<file path="config.mk">
export PLATFORM = sky130hd
export DESIGN_NAME = wb_master_arbiter
export DESIGN_NICKNAME = d
export VERILOG_FILES = /design/src/rtl/wb_master_arbiter_pkg.sv /design/src/rtl/wb_master_arbiter_watchdog.sv /design/src/rtl/wb_master_arbiter.sv
export SDC_FILE = /design/constraint.sdc
export NUM_CORES = 1
export LEC_CHECK = 0
export ABC_CLOCK_PERIOD_IN_PS = 5900
export CORE_MARGIN = 5
export CORE_UTILIZATION = 31
export DETAILED_ROUTE_END_ITERATION = 8
export GPL_ROUTABILITY_DRIVEN = 0
export PLACE_DENSITY = 0.95
export SLEW_MARGIN = 40
export SYNTH_ARGS = -nofsm -noshare
export SYNTH_HDL_FRONTEND = slang
export SYNTH_HIERARCHICAL = 1
export SYNTH_SLANG_ARGS = --single-unit
</file>
<file path="constraint.sdc">
create_clock -name wb_clk -period 5.9 [get_ports wb_clk]
set_input_delay 1.77 -clock wb_clk [delete_from_list [all_inputs] [get_ports wb_clk]]
set_output_delay 1.77 -clock wb_clk [all_outputs]
set_load 0.05 [all_outputs]
</file>
<file path="src/rtl/wb_master_arbiter_pkg.sv">
// Shared constants for the two-master Wishbone register-bus arbiter.
package wb_master_arbiter_pkg;

    localparam logic [0:0] ST_IDLE  = 1'b0;
    localparam logic [0:0] ST_GRANT = 1'b1;

    localparam int DEF_TIMEOUT = 64;
    localparam int DEF_TMO_W   = 7;

    function automatic logic [15:0] sat_inc16(input logic [15:0] v);
        return (v == 16'hFFFF) ? v : v + 16'd1;
    endfunction

endpackage

</file>
<file path="src/rtl/wb_master_arbiter_watchdog.sv">
// Strobe watchdog: terminates a strobe with err after TIMEOUT cycles without
// ack and keeps a saturating count of those timeouts.
module wb_watchdog
    import wb_master_arbiter_pkg::*;
#(
    parameter int TIMEOUT = DEF_TIMEOUT,
    parameter int TMO_W   = DEF_TMO_W
) (
    input  logic        wb_clk,
    input  logic        wb_rst,
    input  logic        stb,
    input  logic        ack,
    output logic        tmo_err,
    output logic [15:0] tmo_count
);

    logic [TMO_W-1:0] tmo_cnt_q, tmo_cnt_d;
    logic [15:0]      tmo_count_q, tmo_count_d;

    // An ack arriving in the final wait cycle wins over the timeout.
    assign tmo_err = stb && !ack && (tmo_cnt_q == TMO_W'(TIMEOUT - 1));

    always_comb begin
        tmo_cnt_d   = tmo_cnt_q + TMO_W'(1);
        tmo_count_d = tmo_count_q;
        if (!stb || ack || tmo_err) begin
            tmo_cnt_d = '0;
        end
        if (tmo_err) begin
            tmo_count_d = sat_inc16(tmo_count_q);
        end
    end

    always_ff @(posedge wb_clk) begin
        if (wb_rst) begin
            tmo_cnt_q   <= '0;
            tmo_count_q <= '0;
        end else begin
            tmo_cnt_q   <= tmo_cnt_d;
            tmo_count_q <= tmo_count_d;
        end
    end

    assign tmo_count = tmo_count_q;

endmodule

</file>
<file path="src/rtl/wb_master_arbiter.sv">
// Two-master to one-slave Wishbone arbiter: round-robin grant held for the
// whole cyc, with a watchdog so an absent slave cannot hang a master.
module wb_master_arbiter
    import wb_master_arbiter_pkg::*;
#(
    parameter int ADR_W   = 8,
    parameter int DAT_W   = 32,
    parameter int TIMEOUT = DEF_TIMEOUT,
    parameter int TMO_W   = DEF_TMO_W
) (
    input  logic             wb_clk,
    input  logic             wb_rst,
    input  logic             m0_cyc,
    input  logic             m0_stb,
    input  logic             m0_we,
    input  logic [ADR_W-1:0] m0_adr,
    input  logic [DAT_W-1:0] m0_dat_i,
    output logic [DAT_W-1:0] m0_dat_o,
    output logic             m0_ack,
    output logic             m0_err,
    input  logic             m1_cyc,
    input  logic             m1_stb,
    input  logic             m1_we,
    input  logic [ADR_W-1:0] m1_adr,
    input  logic [DAT_W-1:0] m1_dat_i,
    output logic [DAT_W-1:0] m1_dat_o,
    output logic             m1_ack,
    output logic             m1_err,
    output logic             s_cyc,
    output logic             s_stb,
    output logic             s_we,
    output logic [ADR_W-1:0] s_adr,
    output logic [DAT_W-1:0] s_dat_o,
    input  logic [DAT_W-1:0] s_dat_i,
    input  logic             s_ack,
    output logic             busy,
    output logic             owner,
    output logic [15:0]      tmo_count
);

    logic [0:0] state_q, state_d;
    logic       owner_q, owner_d;
    logic       last_q, last_d;

    logic             granted;
    logic             own_cyc, own_stb, own_we;
    logic [ADR_W-1:0] own_adr;
    logic [DAT_W-1:0] own_dat;
    logic             stb_raw, tmo_err, term_ok, ack_o, err_o;

    always_comb begin
        state_d = state_q;
        owner_d = owner_q;
        last_d  = last_q;
        case (state_q)
            ST_IDLE: begin
                if (m0_cyc || m1_cyc) begin
                    // On a tie the master that was not served last wins.
                    owner_d = (m0_cyc && m1_cyc) ? ~last_q : m1_cyc;
                    last_d  = owner_d;
                    state_d = ST_GRANT;
                end
            end
            default: begin
                if (!own_cyc) begin
                    state_d = ST_IDLE;
                end
            end
        endcase
    end

    always_ff @(posedge wb_clk) begin
        if (wb_rst) begin
            state_q <= ST_IDLE;
            owner_q <= 1'b0;
            last_q  <= 1'b1;
        end else begin
            state_q <= state_d;
            owner_q <= owner_d;
            last_q  <= last_d;
        end
    end

    assign granted = (state_q == ST_GRANT);
    assign own_cyc = owner_q ? m1_cyc   : m0_cyc;
    assign own_stb = owner_q ? m1_stb   : m0_stb;
    assign own_we  = owner_q ? m1_we    : m0_we;
    assign own_adr = owner_q ? m1_adr   : m0_adr;
    assign own_dat = owner_q ? m1_dat_i : m0_dat_i;

    assign stb_raw = granted && own_cyc && own_stb;

    wb_watchdog #(
        .TIMEOUT(TIMEOUT),
        .TMO_W  (TMO_W)
    ) u_wdog (
        .wb_clk   (wb_clk),
        .wb_rst   (wb_rst),
        .stb      (stb_raw),
        .ack      (s_ack),
        .tmo_err  (tmo_err),
        .tmo_count(tmo_count)
    );

    assign s_cyc   = granted && own_cyc;
    assign s_stb   = stb_raw && !tmo_err;
    assign s_we    = granted && own_we;
    assign s_adr   = own_adr;
    assign s_dat_o = own_dat;

    // A reset edge aborts the cycle silently, so terminations are masked
    // while wb_rst is asserted.
    assign term_ok = s_cyc && !wb_rst;
    assign ack_o   = term_ok && s_ack;
    assign err_o   = term_ok && tmo_err;

    assign m0_ack  = ack_o && !owner_q;
    assign m1_ack  = ack_o &&  owner_q;
    assign m0_err  = err_o && !owner_q;
    assign m1_err  = err_o &&  owner_q;

    // Read data is broadcast; each master qualifies it with its own ack.
    assign m0_dat_o = s_dat_i;
    assign m1_dat_o = s_dat_i;

    assign busy  = granted;
    assign owner = owner_q;

endmodule
</file>
==> results <==
registers in the layout (all words and copies together), names as in the netlist:
register and count:
last_q 1, owner 1, busy 1, u_wdog/tmo_cnt_q 7
u_wdog/tmo_count 16
layer usage:
layer  track usage  vias up  share of wire
met2        0.3232      111           0.53
li1              -     1076              -
met4       0.03834        0          0.016
met1        0.1832     1042           0.38
met5             0        -              0
met3       0.05671       11          0.081
power by group through the flow:
stage / Sequential, mW / Clock [mW] / Combinational (mW)
after floorplan: 0.187 / 0 / 0.260
after global placement: 0.185 / 0 / 0.261
after detailed placement: 0.185 / 0 / 0.263
after CTS: 0.181 / 0.154 / 0.265
after global routing: 0.182 / 0.161 / 0.272
final: 0.181 / 0.150 / 0.262
cell usage in the layout (no fill, tap or decap), types with 3 or more instances in the layout:
cell             synthesis  routed
mux2_2                  44      44
dfxtp_1                 26      25
nor4_1                   4       4
inv_1                    7       7
o21ai_0                  4       4
nand3_1                 10      10
and2_1                   6       6
clkdlybuf4s50_1          0     148
nor2b_1                  3       3
buf_12                   0       3
o31ai_1                  8       8
or4_1                    9       9
buf_4                   64       6
nand2_1                 11      11
nor3b_1                  3       3
clkbuf_8                 0       3
nor2_1                  16      16
and3_1                   3       3
a21oi_1                 10      10
nand4_1                  3       3
stage by stage:
stage / setup WS [ns] / instance area, um^2
global placement: 0.5169 / 3518
finish: 0.4485 / 3590
floorplan: 0.2590 / 2364
CTS: 0.4200 / 3590
global route: 0.2916 / 3590
detailed placement: 0.4282 / 3518
cell type report:
| class | instances | area (um^2) |
|---|---|---|
| timing repair buffer | 157 | 1587 |
| clock buffer | 3 | 41.29 |
| multi-input combinational | 163 | 1256 |
| tap | 99 | 123.9 |
| sequential | 26 | 521.8 |
| inverter | 8 | 30.03 |
| clock inverter | 1 | 30.03 |
| fill | 651 | 3741 |
critical path, stage by stage:
cell,delay (ns)
clkdlybuf4s50_1,0.58
nand2_1,0.07
o21ai_0,0.24
and2_1,0.19
and4bb_2,0.26
nand2_1,0.08
inv_1,0.12
and2_1,0.21
buf_12,0.15
cell families after synthesis:
kind of cell	share of synthesized area
AO/OA/AOI/OAI	0.07729
XOR/XNOR	0.01483
adder cells (fa/ha/maj)	0.01059
buffers and inverters	0.2483
flip-flops	0.2202
multiplexers	0.2181
AND/OR/NAND/NOR	0.2107
path summary, 6_finish.rpt:
kind,startpoint,to,slack (ns),cells past startpoint
worst max-delay path,m0_cyc,m0_err,0.45,9
worst min-delay path,u_wdog/tmo_cnt_q[0],u_wdog/tmo_cnt_q[0],0.46,1
worst max register to register,owner,u_wdog/tmo_count[15],3.55,8
worst min register to register,u_wdog/tmo_cnt_q[0],u_wdog/tmo_cnt_q[0],0.46,1
==> results_dict.tcl <==
set metrics [dict create \
    status "completed" \
    seq_area_frac_synth 0.2202 \
    synth_top_cell_area_share 0.2202 \
    p_total_mw 0.5929 \
    endpoint_kind "output pin" \
    clkSinkCount 26 \
    core_mm2 0.007331 \
    finClkSkew_ns 0.003493 \
    postLayoutCoreUtil 0.4897 \
    dieArea_mm2 0.009470 \
    synth_most_common_cell "buf_4" \
    yosysTopAreaCell "dfxtp_1" \
    overflow 0 \
    vias 2240 \
    die_x_um 97.32 \
    rows 31 \
    grt_setup_unrepaired "false" \
    worst_setup_path_start_kind "primary input" \
    syn_inst 272 \
    dp_cells 453 \
    power_density_mw_per_mm2 165.2 \
    initial_core_util 0.3224 \
    ys_ff_latch 26 \
    avgSynthCellArea_um2 8.689 \
    areaGrowthSynthToFinish_pct 51.88 \
    grt_pass1_vias 2362 \
    fmax_ghz 0.1834 \
    synth.distinct_cells 42 \
    p_leak_nw 1.252 \
    stdcell_count 457 \
    track_usage 0.1710 \
    grt_pass1_wl_um 13250 \
    postRouteAntennaNets 0 \
    syn_nets 395 \
    drc_errors 0 \
    switchingPower_mw 0.2032 \
    grt_antenna_before_repair 0 \
    worstMarginPinSlew_ns 0.5870 \
    drtIter0Drc 85 \
    hold_ws_ns 0.4614 \
    grt_max_degree 36 \
    critical_path_class "primary input to output pin" \
    synth.area.top_cells "dfxtp_1 (22%), mux2_2 (21%), buf_4 (20%)" \
    max-cap-violations 0 \
    combPwrFrac 0.442 \
    fin_nets 482 \
    ctsRootBufferMaster "clkbuf_8" \
    drive_above_1_share 0.1844 \
    htreeDepth 1 \
    yosysWarnings 6 \
    routed_via_density 4.902 \
    synthArstFlopShare 0 \
    finalSetupViolations 0 \
    worst-path-max-fanout 6 \
    ir_worst_vdd_mv 0.1020 \
    hold_viol_final 0 \
    timing.setup.tns_ns 0 \
    min_period_ns 5.452 \
    intPower_mw 0.3897 \
    cts_inserted_buffers 3 \
    swShare 0.3427 \
    place_hpwl_um 7032 \
    die_height_um 97.32 \
    syn-cell-area_mm2 0.002364 \
    clkPwrFrac 0.253 \
    hp-class "flop to flop" \
    wl_um 8494 \
    ys_top_cells_by_count "buf_4 (64), mux2_2 (44), dfxtp_1 (26), nor2_1 (16), nand2_1 (11)" \
    cts_tree "built" \
    clock_latency_ns 0.27 \
    drtPass1Iterations 4 \
    clk_path_buf_depth 2 \
    clk_pin_slew_ns 0.09 \
    p_seq_frac 0.306 \
    ys.flop_type "dfxtp_1" \
    ctsHoldBuffers 0 \
    max_slew_margin 0.6074 \
    fin_crit_sh 0.9240 \
    antenna_cells 0 \
    cts_setup_buffers 0 \
    crit_arrival_ns 3.68 \
    crit_required_ns 4.13 \
    slew_violations 0 \
    wl_per_cell_um 18.59 \
    cts_resized 0 \
    synth_edf_count 0 \
    io_pins 250 \
    port_buffers 153 \
]
Power figures use the tool's default switching activity.
